**src/rtl/mem_wb_stage.sv**
```systemverilog
`default_nettype none
// ============================================================================
// Module      : mem_wb_stage
// Description : MEM/WB pipeline register and writeback mux of the 5-stage
//               RV32I core. It registers MEM-stage results and selects the
//               writeback value (ALU result, load data or PC+4). Load data
//               arrives combinationally from the synchronous data memory in
//               the WB cycle. A hold buffer keeps that data valid across WB
//               stalls. The block also drives the register-file write port,
//               the WB forwarding source, a retire pulse and the instret
//               counter.
// Revision    : 1.0 - initial release
// ----------------------------------------------------------------------------
// Ports
//   i_clk          clock
//   i_reset        asynchronous active-low reset
//   i_stall        hold the WB register contents
//   i_flush        load a bubble into WB (ignored while i_stall=1)
//   i_mem_valid    MEM-stage instruction valid
//   i_mem_pc       MEM-stage PC
//   i_mem_alu      ALU result / effective address
//   i_mem_rd       destination register
//   i_mem_rd_wren  instruction writes rd
//   i_mem_wb_sel   00 ALU, 01 load, 10 PC+4, 11 treated as ALU
//   i_ld_data      LSU load data, valid in the cycle the load occupies WB
//   o_wb_valid     WB holds a valid instruction
//   o_wb_rd        register-file write address
//   o_wb_rd_wren   register-file write enable (never asserted for x0)
//   o_wb_data      writeback / forwarding data
//   o_wb_is_load   WB instruction is a load (for the hazard unit)
//   o_retire       one-cycle pulse when the WB instruction leaves
//   o_instret      retired-instruction count, wraps modulo 2^INSTRET_W
// ============================================================================
module mem_wb_stage #(
  parameter int INSTRET_W = 64
) (
  input  logic                 i_clk,
  input  logic                 i_reset,
  input  logic                 i_stall,
  input  logic                 i_flush,
  input  logic                 i_mem_valid,
  input  logic [31:0]          i_mem_pc,
  input  logic [31:0]          i_mem_alu,
  input  logic [4:0]           i_mem_rd,
  input  logic                 i_mem_rd_wren,
  input  logic [1:0]           i_mem_wb_sel,
  input  logic [31:0]          i_ld_data,
  output logic                 o_wb_valid,
  output logic [4:0]           o_wb_rd,
  output logic                 o_wb_rd_wren,
  output logic [31:0]          o_wb_data,
  output logic                 o_wb_is_load,
  output logic                 o_retire,
  output logic [INSTRET_W-1:0] o_instret
);

  localparam logic [1:0]           c_SEL_LOAD = 2'b01;
  localparam logic [1:0]           c_SEL_PC4  = 2'b10;
  localparam logic [INSTRET_W-1:0] c_INSTRET_ONE = {{(INSTRET_W-1){1'b0}}, 1'b1};

  // WB pipeline register
  logic                 r_wb_valid;
  logic [31:0]          r_wb_pc;
  logic [31:0]          r_wb_alu;
  logic [4:0]           r_wb_rd;
  logic                 r_wb_rd_wren;
  logic [1:0]           r_wb_sel;

  // Load hold buffer
  logic [31:0]          r_ld_hold;
  logic                 r_hold_vld;

  logic [INSTRET_W-1:0] r_instret;

  logic                 w_is_load;
  logic                 w_retire;
  logic [31:0]          w_ld_value;
  logic [31:0]          w_wb_data;

  assign w_is_load = r_wb_valid & (r_wb_sel == c_SEL_LOAD);
  assign w_retire  = r_wb_valid & ~i_stall;

  // Once the load data has been captured, the LSU output is no longer
  // trusted: its delayed controls and the memory output may move during
  // the stall.
  assign w_ld_value = r_hold_vld ? r_ld_hold : i_ld_data;

  always_comb begin
    w_wb_data = r_wb_alu;
    case (r_wb_sel)
      c_SEL_LOAD: w_wb_data = w_ld_value;
      c_SEL_PC4:  w_wb_data = r_wb_pc + 32'd4;
      default:    w_wb_data = r_wb_alu;
    endcase
  end

  always_ff @(posedge i_clk or negedge i_reset) begin
    if (!i_reset) begin
      r_wb_valid   <= 1'b0;
      r_wb_pc      <= 32'd0;
      r_wb_alu     <= 32'd0;
      r_wb_rd      <= 5'd0;
      r_wb_rd_wren <= 1'b0;
      r_wb_sel     <= 2'b00;
      r_ld_hold    <= 32'd0;
      r_hold_vld   <= 1'b0;
    end else if (i_stall) begin
      // Stall beats flush. Capture the load value only in the first
      // stalled cycle, while i_ld_data is still the genuine response.
      if (w_is_load && !r_hold_vld) begin
        r_ld_hold  <= i_ld_data;
        r_hold_vld <= 1'b1;
      end
    end else if (i_flush) begin
      // Only the valid bit matters for a bubble; other fields may keep
      // stale values.
      r_wb_valid <= 1'b0;
      r_hold_vld <= 1'b0;
    end else begin
      r_wb_valid   <= i_mem_valid;
      r_wb_pc      <= i_mem_pc;
      r_wb_alu     <= i_mem_alu;
      r_wb_rd      <= i_mem_rd;
      r_wb_rd_wren <= i_mem_rd_wren;
      r_wb_sel     <= i_mem_wb_sel;
      r_hold_vld   <= 1'b0;
    end
  end

  always_ff @(posedge i_clk or negedge i_reset) begin
    if (!i_reset) begin
      r_instret <= {INSTRET_W{1'b0}};
    end else if (w_retire) begin
      r_instret <= r_instret + c_INSTRET_ONE;
    end
  end

  assign o_wb_valid   = r_wb_valid;
  assign o_wb_rd      = r_wb_rd;
  // Write enable stays high through a stall; rewriting the same value is
  // harmless. x0 is never written.
  assign o_wb_rd_wren = r_wb_valid & r_wb_rd_wren & (r_wb_rd != 5'd0);
  assign o_wb_data    = w_wb_data;
  assign o_wb_is_load = w_is_load;
  assign o_retire     = w_retire;
  assign o_instret    = r_instret;

endmodule
`default_nettype wire

```
**config.mk**
```make
export PLATFORM = sky130hd
export DESIGN_NAME = mem_wb_stage
export DESIGN_NICKNAME = d
export VERILOG_FILES = /design/src/rtl/mem_wb_stage.sv
export SDC_FILE = /design/constraint.sdc
export NUM_CORES = 1
export LEC_CHECK = 0
export BUFFER_PORTS_ARGS = -buffer_cell sky130_fd_sc_hd__buf_2
export CAP_MARGIN = 20
export CORE_UTILIZATION = 54
export CTS_CLUSTER_SIZE = 24
export DETAILED_ROUTE_END_ITERATION = 10
export GPL_ROUTABILITY_DRIVEN = 1
export GPL_TIMING_DRIVEN = 0
export PLACE_DENSITY = 0.81
export REMOVE_ABC_BUFFERS = 1
export SYNTH_ARGS = -nofsm -noshare
export SYNTH_HDL_FRONTEND = slang
export SYNTH_SLANG_ARGS = --single-unit
export TNS_END_PERCENT = 50
```
**constraint.sdc**
```tcl
create_clock -name i_clk -period 2.71 [get_ports i_clk]
set_input_delay 0.542 -clock i_clk [delete_from_list [all_inputs] [get_ports i_clk]]
set_output_delay 0.542 -clock i_clk [all_outputs]
set_load 0.1 [all_outputs]
```
### Word-level counts from Yosys, hierarchy flattened

Index checks and enable logic that the tools add are counted.

* word-level logic and storage cells: 30
* output and inout port bits: 105
* input bits: 109
* flip-flop bits (word level): 170

* add/sub/neg operators: 2
* reduce and logical (&&, ||, !) cells: 5
* multiplexer cells: 5
* eq/ne operators: 3
* bitwise operators: 6

Operators with widths (number)
* 64-bit by 1-bit adder with 64-bit output, second input constant: 1
* 32-bit one-hot mux with 2 select lines: 1
* 32-bit by 3-bit adder with 32-bit output, second input constant: 1
* 32-bit 2-to-1 mux: 1
* 5-bit nonzero test: 1
* 1-bit bitwise AND: 4
* 2-bit AND reduction: 2
* 1-bit 2-to-1 mux: 3
* 2-bit by 1-bit equality test with 1-bit output, second input constant: 1
* 2-bit equality test, second input constant: 1
* 2-bit by 1-bit inequality test with 1-bit output, second input constant: 1
* 1-bit inverter: 2
* 1-bit logical AND: 1
* 1-bit logical NOT: 1

### Logic depth before layout (Yosys ltp)

Gate-level depths: netlist (run 1).

* depth in word-level cells: 5
* mapped depth: 7
* gate-level depth less buffers: 6

### Worst setup path before layout (run 1)

OpenSTA, ideal clock, no wires.

* path type: reg-to-output
* start: reg r_wb_pc[2]
* end: out o_wb_data[12]
* arrival time: 3501 ps
* slack: -1333 ps
* buffers on the path: 1
* required time: 2168 ps
* stages on the path, launching flop included: 8
* cells stage by stage: dfrtp_1 -> ha_1 -> and4_1 -> buf_2 -> nand3_1 -> xnor2_1 -> a21oi_1 -> o21ai_0

* longest elaborated chain between the ends: 2

Ends and longest elaborated chain
* start: declaration: line 63 `logic [31:0] r_wb_pc;`
* start signal: assignment: line 121 `r_wb_pc <= i_mem_pc;`
* 32-bit by 3-bit adder with 32-bit output: line 92 `c_SEL_PC4: w_wb_data = r_wb_pc + 32'd4;`
* 32-bit one-hot mux with 2 select lines: line 90 `case (r_wb_sel)`
* end: declaration: line 51 `output logic [31:0] o_wb_data,`

Every way passes these cells.

### Final worst setup path (run 1)

* start: reg r_wb_pc[8]
* end: out o_wb_data[18]

Same word-level chain as after synthesis.

==> results.py, run 1 <==
metrics = {
    "timing": {
        "min_period_ps": 3158,
        "hold_violations": 0,
        "finClkSkew_ps": 8.499,
        "setup_tns_ps": -5933,
        "slew_headroom": 0.3695,
        "worstMarginPinSlew_ps": 937.1,
        "finalSetupViolCount": 24,
        "period_share": 1.165,
        "rsz0062_at_grt": "yes",
        "worst_slack_ps": -448.3,
        "fmax_mhz": 316.6,
        "slew_viol_final": 0,
    },
    "clocking": {
        "clockBufferDepth": 2,
        "root_buffer": "clkbuf_16",
        "htreeDepth": 4,
        "cts_sinks": 170,
        "worstSkewPairLatency_ps": 440,
        "cts_buffers": 17,
        "postCtsHoldBufs": 0,
        "cts_tree": "built",
        "cts.clk_slew.worst_paths_ps": 70,
    },
    "synthesis": {
        "synth-async-reset-ratio": 1.000,
        "yosys-top-cells-count": "dfrtp_1, mux2_2, nand2_1, xnor2_1, xor2_1",
        "synth.cell_area_um2": 8347,
        "synth_edf_count": 0,
        "synth.top_cell.area_share": 0.5097,
        "yosysWarnings": 0,
        "synth_seq_area_share": 0.5097,
        "synthDistinctLibCells": 43,
        "ys_top_cells_by_area": "dfrtp_1, mux2_2, xnor2_1",
        "yosys.area.top_type": "dfrtp_1",
        "synthCells": 744,
        "syn_area_per_cell_um2": 11.22,
        "synthMostInstantiatedCell": "dfrtp_1",
        "synth_seq_cells": 170,
        "ys.flop_type": "dfrtp_1",
    },
    "global_routing": {
        "grt_pass1_wl_mm": 37.36,
        "grtUsageTotal": 0.3057,
        "antenna_found_initial": 5,
        "grt_max_degree": 105,
        "grt_pass1_vias": 7098,
        "overflow": 0,
    },
    "route": {
        "routedWlPerCell_um": 20.73,
        "drc_errors": 0,
        "ant_nets": 0,
        "via_per_inst": 5.981,
        "drt_wl_total_mm": 25.00,
        "drtIter0Drc": 612,
        "drt_first_pass_iters": 7,
        "vias": 7213,
    },
    "final_layout": {
        "area_growth_syn_to_layout_pct": 35.63,
        "fillCellCount": 972,
        "drive_gt1_frac": 0.4522,
        "fin_util": 0.7475,
        "fin_nets": 1115,
    },
    "flow_run": {
        "cap_violations": 0,
    },
    "run_status": {
        "violations": "setup timing",
        "outcome": "finished with violations",
    },
    "floorplan": {
        "fp.dieW_um": 126.3,
        "boundaryPins": 214,
        "core_area_um2": 15150,
        "dieArea_um2": 15960,
        "chipHeight_um": 126.3,
        "num_rows": 45,
        "start_util": 0.5511,
    },
    "place": {
        "portBuffers": 213,
        "hpwl_mm": 14.25,
        "gp_congestion": 0.8513,
    },
    "worst_hold_path": {
        "hp-class": "in2async",
    },
    "critical_path": {
        "worst_ep_arrival_time_ps": 2620,
        "startpoint_type": "flip-flop",
        "reg2reg_setup_slack_ps": 260,
        "r2r-start": "r_wb_sel[1]",
        "reg2reg_depth": 7,
        "r2r-end": "r_ld_hold[9]",
        "worst-path-max-fanout": 6,
        "path_class": "reg2out",
        "endpoint_kind": "output port",
        "required_ps": 2170,
        "crit_start": "r_wb_pc[8]",
    },
    "power": {
        "p_leak_nw": 5.335,
        "power_density_nw_per_um2": 798.8,
        "max-vdd-ir-drop_uv": 575.3,
    },
}
[layout make-up]
cell class,count,area (um2),area share
sequential,170,4262,0.3764
clock buffer,19,452.9,0.04001
timing repair buffer,270,1887,0.1667
antenna,3,7.507,0.0006631
clock inverter,13,166.4,0.01470
tap,188,235.2,0.02078
inverter,25,97.59,0.008621
multi-input combinational,518,4213,0.3721
[registers in the layout, indices dropped and copies added, names as in the netlist, 2 cells and up]
name and flops:
o_instret 64, o_wb_rd 5, r_ld_hold 32, r_wb_alu 32, r_wb_pc 32, r_wb_sel 2
[where the power goes]
| group | switching [W] | internal [W] | leakage, nW | total, W |
|---|---|---|---|---|
| logic | 0.00222 | 0.00104 | 2.90 | 0.00326 |
| registers | 0.000294 | 0.00292 | 2.14 | 0.00321 |
| clock network | 0.00107 | 0.00151 | 0.296 | 0.00257 |
| total | 0.00358 | 0.00547 | 5.33 | 0.00904 |
[layout by cell type (no fill, tap or decap), types with 10 or more instances in the layout]
cell type and n:
clkbuf_16 17, mux2i_1 20, o221ai_1 11, dfrtp_1 164
a21oi_1 13, o21ai_0 24, xnor2_1 49, buf_4 41
buf_2 181, xor2_1 34, nand2_1 69, nand3_1 28
nor3_1 10, mux2_2 102, buf_6 28, nand4_1 30
nor2_1 27, inv_1 24
[routing by layer]
metal  vias up  part of all wire  track usage
li1       3191                 -            -
met3        86             0.077      0.09237
met5         -           0.00052            0
met4         2             0.042       0.1609
met1      3554              0.39       0.3672
met2       380              0.49       0.4979
[timing repair]
action,in CTS,in global routing
setup buffers,36,14
endpoints found under the hold margin,0,0
resized for setup,110,36
cloned,1,0
pin swaps,40,15
setup endpoints to repair,46,32
[critical path: stages, from the launching register on]
cell and delay, ps:
dfrtp_1 370, buf_4 150, and4_1 310, nand3_4 170, or4b_4 520, a21boi_2 220
o22a_1 240, buf_12 200
[worst max-delay path by stage]
stage	end	cells after the start	slack (ps)
after floorplan	o_wb_rd[0]	2	-1660
after global placement	r_wb_pc[11]	3	-3660
after detailed placement	o_wb_data[24]	5	-700
after CTS	o_wb_data[18]	7	-300
after global routing	o_wb_data[18]	7	-480
final	o_wb_data[18]	7	-450
[per-stage QoR]
| step | std cells | power [W] | hold slack, ps | cell area, um2 | worst slack (ps) |
|---|---|---|---|---|---|
| global route | 1206 | 0.009326 | 219.2 | 11320 | -482.2 |
| detailed placement | 1120 | 0.005894 | 475.6 | 9682 | -701.8 |
| CTS | 1189 | 0.008861 | 194.1 | 11070 | -302.7 |
| floorplan | 712 | 0.005322 | 246.4 | 8220 | -1656 |
| global placement | 1113 | 0.005829 | 458.4 | 9522 | -3660 |
| finish | 1206 | 0.009043 | 171.0 | 11320 | -448.3 |
[cell families after synthesis]
kind of cell | Yosys count | share of synthesized area
simple gates | 227 | 0.1436
compound gates | 77 | 0.06146
flops | 170 | 0.5097
buf+inv | 57 | 0.02638
fa+ha+maj | 4 | 0.005996
mux | 122 | 0.1616
xor+xnor | 87 | 0.09129
Note: power is estimated with default switching activity, not from simulation.
==> run 2, diff against run 1 <==
--- a/config.mk
+++ b/config.mk
@@ -6,7 +6,7 @@
 export NUM_CORES = 1
 export LEC_CHECK = 0
 export BUFFER_PORTS_ARGS = -buffer_cell sky130_fd_sc_hd__buf_2
-export CAP_MARGIN = 20
+export CAP_MARGIN = 10
 export CORE_UTILIZATION = 54
 export CTS_CLUSTER_SIZE = 24
 export DETAILED_ROUTE_END_ITERATION = 10
@@ -14,6 +14,7 @@
 export GPL_TIMING_DRIVEN = 0
 export PLACE_DENSITY = 0.81
 export REMOVE_ABC_BUFFERS = 1
+export SLEW_MARGIN = 10
 export SYNTH_ARGS = -nofsm -noshare
 export SYNTH_HDL_FRONTEND = slang
 export SYNTH_SLANG_ARGS = --single-unit
==> constraint.sdc (replaced) <==
create_clock -name i_clk -period 2.71 [get_ports i_clk]
set_input_delay 0.1355 -clock i_clk [delete_from_list [all_inputs] [get_ports i_clk]]
set_output_delay 0.1355 -clock i_clk [all_outputs]
set_load 0.1 [all_outputs]
==> results.py, run 2 (synthesized netlist as in run 1, its figures left out) <==
metrics = {
    "worst_hold_path": {
        "hp-class": "in2reg",
    },
    "route": {
        "drt_first_pass_iters": 6,
        "via_per_inst": 6.057,
        "ant_nets": 0,
        "vias": 7759,
        "drtIter0Drc": 811,
        "drc_errors": 0,
        "routedWlPerCell_um": 21.21,
        "drt_wl_total_mm": 27.17,
    },
    "timing": {
        "holdWs_ps": 214.2,
        "fmax_mhz": 358.1,
        "rsz0062_at_grt": "yes",
        "slew_headroom": 0.3663,
        "finalSetupViolCount": 9,
        "period_share": 1.030,
        "finClkSkew_ps": 9.892,
        "setup_tns_ps": -346.5,
        "hold_violations": 0,
        "min_period_ps": 2793,
        "slew_viol_final": 0,
        "worst_slack_ps": -82.53,
        "worstMarginPinSlew_ps": 941.9,
    },
    "place": {
        "hpwl_mm": 14.33,
        "dpl.cell_count": 1121,
        "post-place-ws_ps": -70.30,
        "post_dp_cell_area_um2": 9694,
        "gp_congestion": 0.8513,
        "portBuffers": 213,
    },
    "run_status": {
        "outcome": "finished with violations",
        "violations": "setup timing",
    },
    "final_layout": {
        "area_growth_syn_to_layout_pct": 42.24,
        "largest_reg_flops": 64,
        "fin_area_um2": 11870,
        "final_common_cell": "buf_2",
        "drive_gt1_frac": 0.3776,
        "fin_nets": 1191,
        "fillCellCount": 844,
        "final_cell_mix": "buf_2, dfrtp_1, dlygate4sd3_1",
        "fin_cells": 1281,
    },
    "global_routing": {
        "antenna_found_initial": 2,
        "grt_pass1_wl_mm": 40.60,
        "grtUsageTotal": 0.3293,
        "grt_pass1_vias": 7796,
        "grt_max_degree": 105,
        "overflow": 0,
    },
    "critical_path": {
        "endpoint_kind": "output port",
        "r2r-start": "r_wb_sel[1]",
        "startpoint_type": "flip-flop",
        "crit_start": "r_wb_pc[10]",
        "worst_ep_arrival_time_ps": 2660,
        "worst-path-max-fanout": 5,
        "path_class": "reg2out",
        "required_ps": 2570,
        "crit_path_end": "o_wb_data[27]",
        "r2r-end": "r_ld_hold[19]",
        "reg2reg_setup_slack_ps": 210,
        "reg2reg_depth": 7,
    },
    "power": {
        "clockPowerShare": 0.284,
        "p_leak_nw": 5.483,
        "internal_power_w": 0.005401,
        "power_density_nw_per_um2": 755.9,
        "switching_power_w": 0.003573,
        "combPwrFrac": 0.353,
        "seq_power_share": 0.363,
        "swShare": 0.3981,
        "max-vdd-ir-drop_uv": 556.2,
    },
    "floorplan": {
        "start_util": 0.5511,
        "fp.dieW_um": 126.3,
        "boundaryPins": 214,
        "core_area_um2": 15150,
        "dieArea_um2": 15960,
        "chipHeight_um": 126.3,
        "num_rows": 45,
    },
    "flow_run": {
        "cap_violations": 0,
    },
    "clocking": {
        "cts_sinks": 170,
        "cts_buffers": 17,
        "root_buffer": "clkbuf_16",
        "cts_tree": "built",
        "htreeDepth": 4,
        "worstSkewPairLatency_ps": 430,
        "clockBufferDepth": 2,
        "cts.clk_slew.worst_paths_ps": 60,
    },
}
## run 2: cell types whose count changed in the layout (fill, tap and decap cells not counted), sizes merged
| cell | delta |
|---|---|
| buf | -31 |
| clkbuf | +1 |
| clkinvlp | +1 |
| diode | -1 |
| dlygate4sd3 | +107 |
| inv | -3 |
| nand3 | +1 |
## run 2: how the worst min path moves through the flow
stage	cells past startpoint	endpoint	slack (ps)	start
floorplan	0	o_instret[0]	-160	i_reset
global placement	3	r_wb_alu[3]	340	i_mem_alu[3]
detailed placement	1	r_wb_alu[19]	250	i_reset
CTS	3	r_wb_pc[22]	160	i_flush
global route	3	r_wb_pc[22]	210	i_flush
finish	4	r_wb_pc[22]	210	i_flush
## run 2: critical path, stage by stage, from the launching register on
cell and delay, ps:
dfrtp_1 410, nand4_1 230, or4_4 630, buf_4 180, nor4_4 180, xnor2_1 120
o221ai_1 210, buf_6 270
## run 2: area by class of cell
cell class | count | area, um2 | area share
inverters | 25 | 97.59 | 0.008220
multi-input cells | 519 | 4105 | 0.3458
clock buffers | 21 | 470.5 | 0.03962
well taps | 188 | 235.2 | 0.01981
repair buffers | 345 | 2552 | 0.2150
flip-flops and latches | 170 | 4263 | 0.3590
diodes | 2 | 5.005 | 0.0004215
clock inverters | 11 | 143.9 | 0.01212
## run 2: routing by layer
layer,share of wire,vias to the layer above,GRT usage
met5,0,-,0
met2,0.49,483,0.5665
met4,0.057,0,0.1857
met1,0.37,3792,0.3749
met3,0.082,154,0.08393
li1,-,3330,-
## run 2: metrics by stage
step	total power [W]	util
floorplan	0.005322	-
global placement	0.005829	0.6287
detailed placement	0.005911	0.6401
CTS	0.008692	0.7659
global route	0.009243	0.7837
finish	0.008975	0.7839
## run 2: power by group through the flow
stage | combinational [W] | clock, W | sequential (W)
after floorplan | 0.00184 | 0 | 0.00348
after global placement | 0.00262 | 0 | 0.00321
after detailed placement | 0.00269 | 0 | 0.00322
after CTS | 0.00295 | 0.00256 | 0.00318
after global routing | 0.00329 | 0.00267 | 0.00328
final | 0.00317 | 0.00255 | 0.00326
## run 2: what timing repair did
action | in CTS | in global routing
endpoints found under the hold margin | 209 | 0
cloned | 1 | 1
pin swaps | 5 | 14
setup endpoints to repair | 34 | 26
setup buffers | 4 | 13
gates resized for setup | 51 | 33
hold buffers | 107 | 0
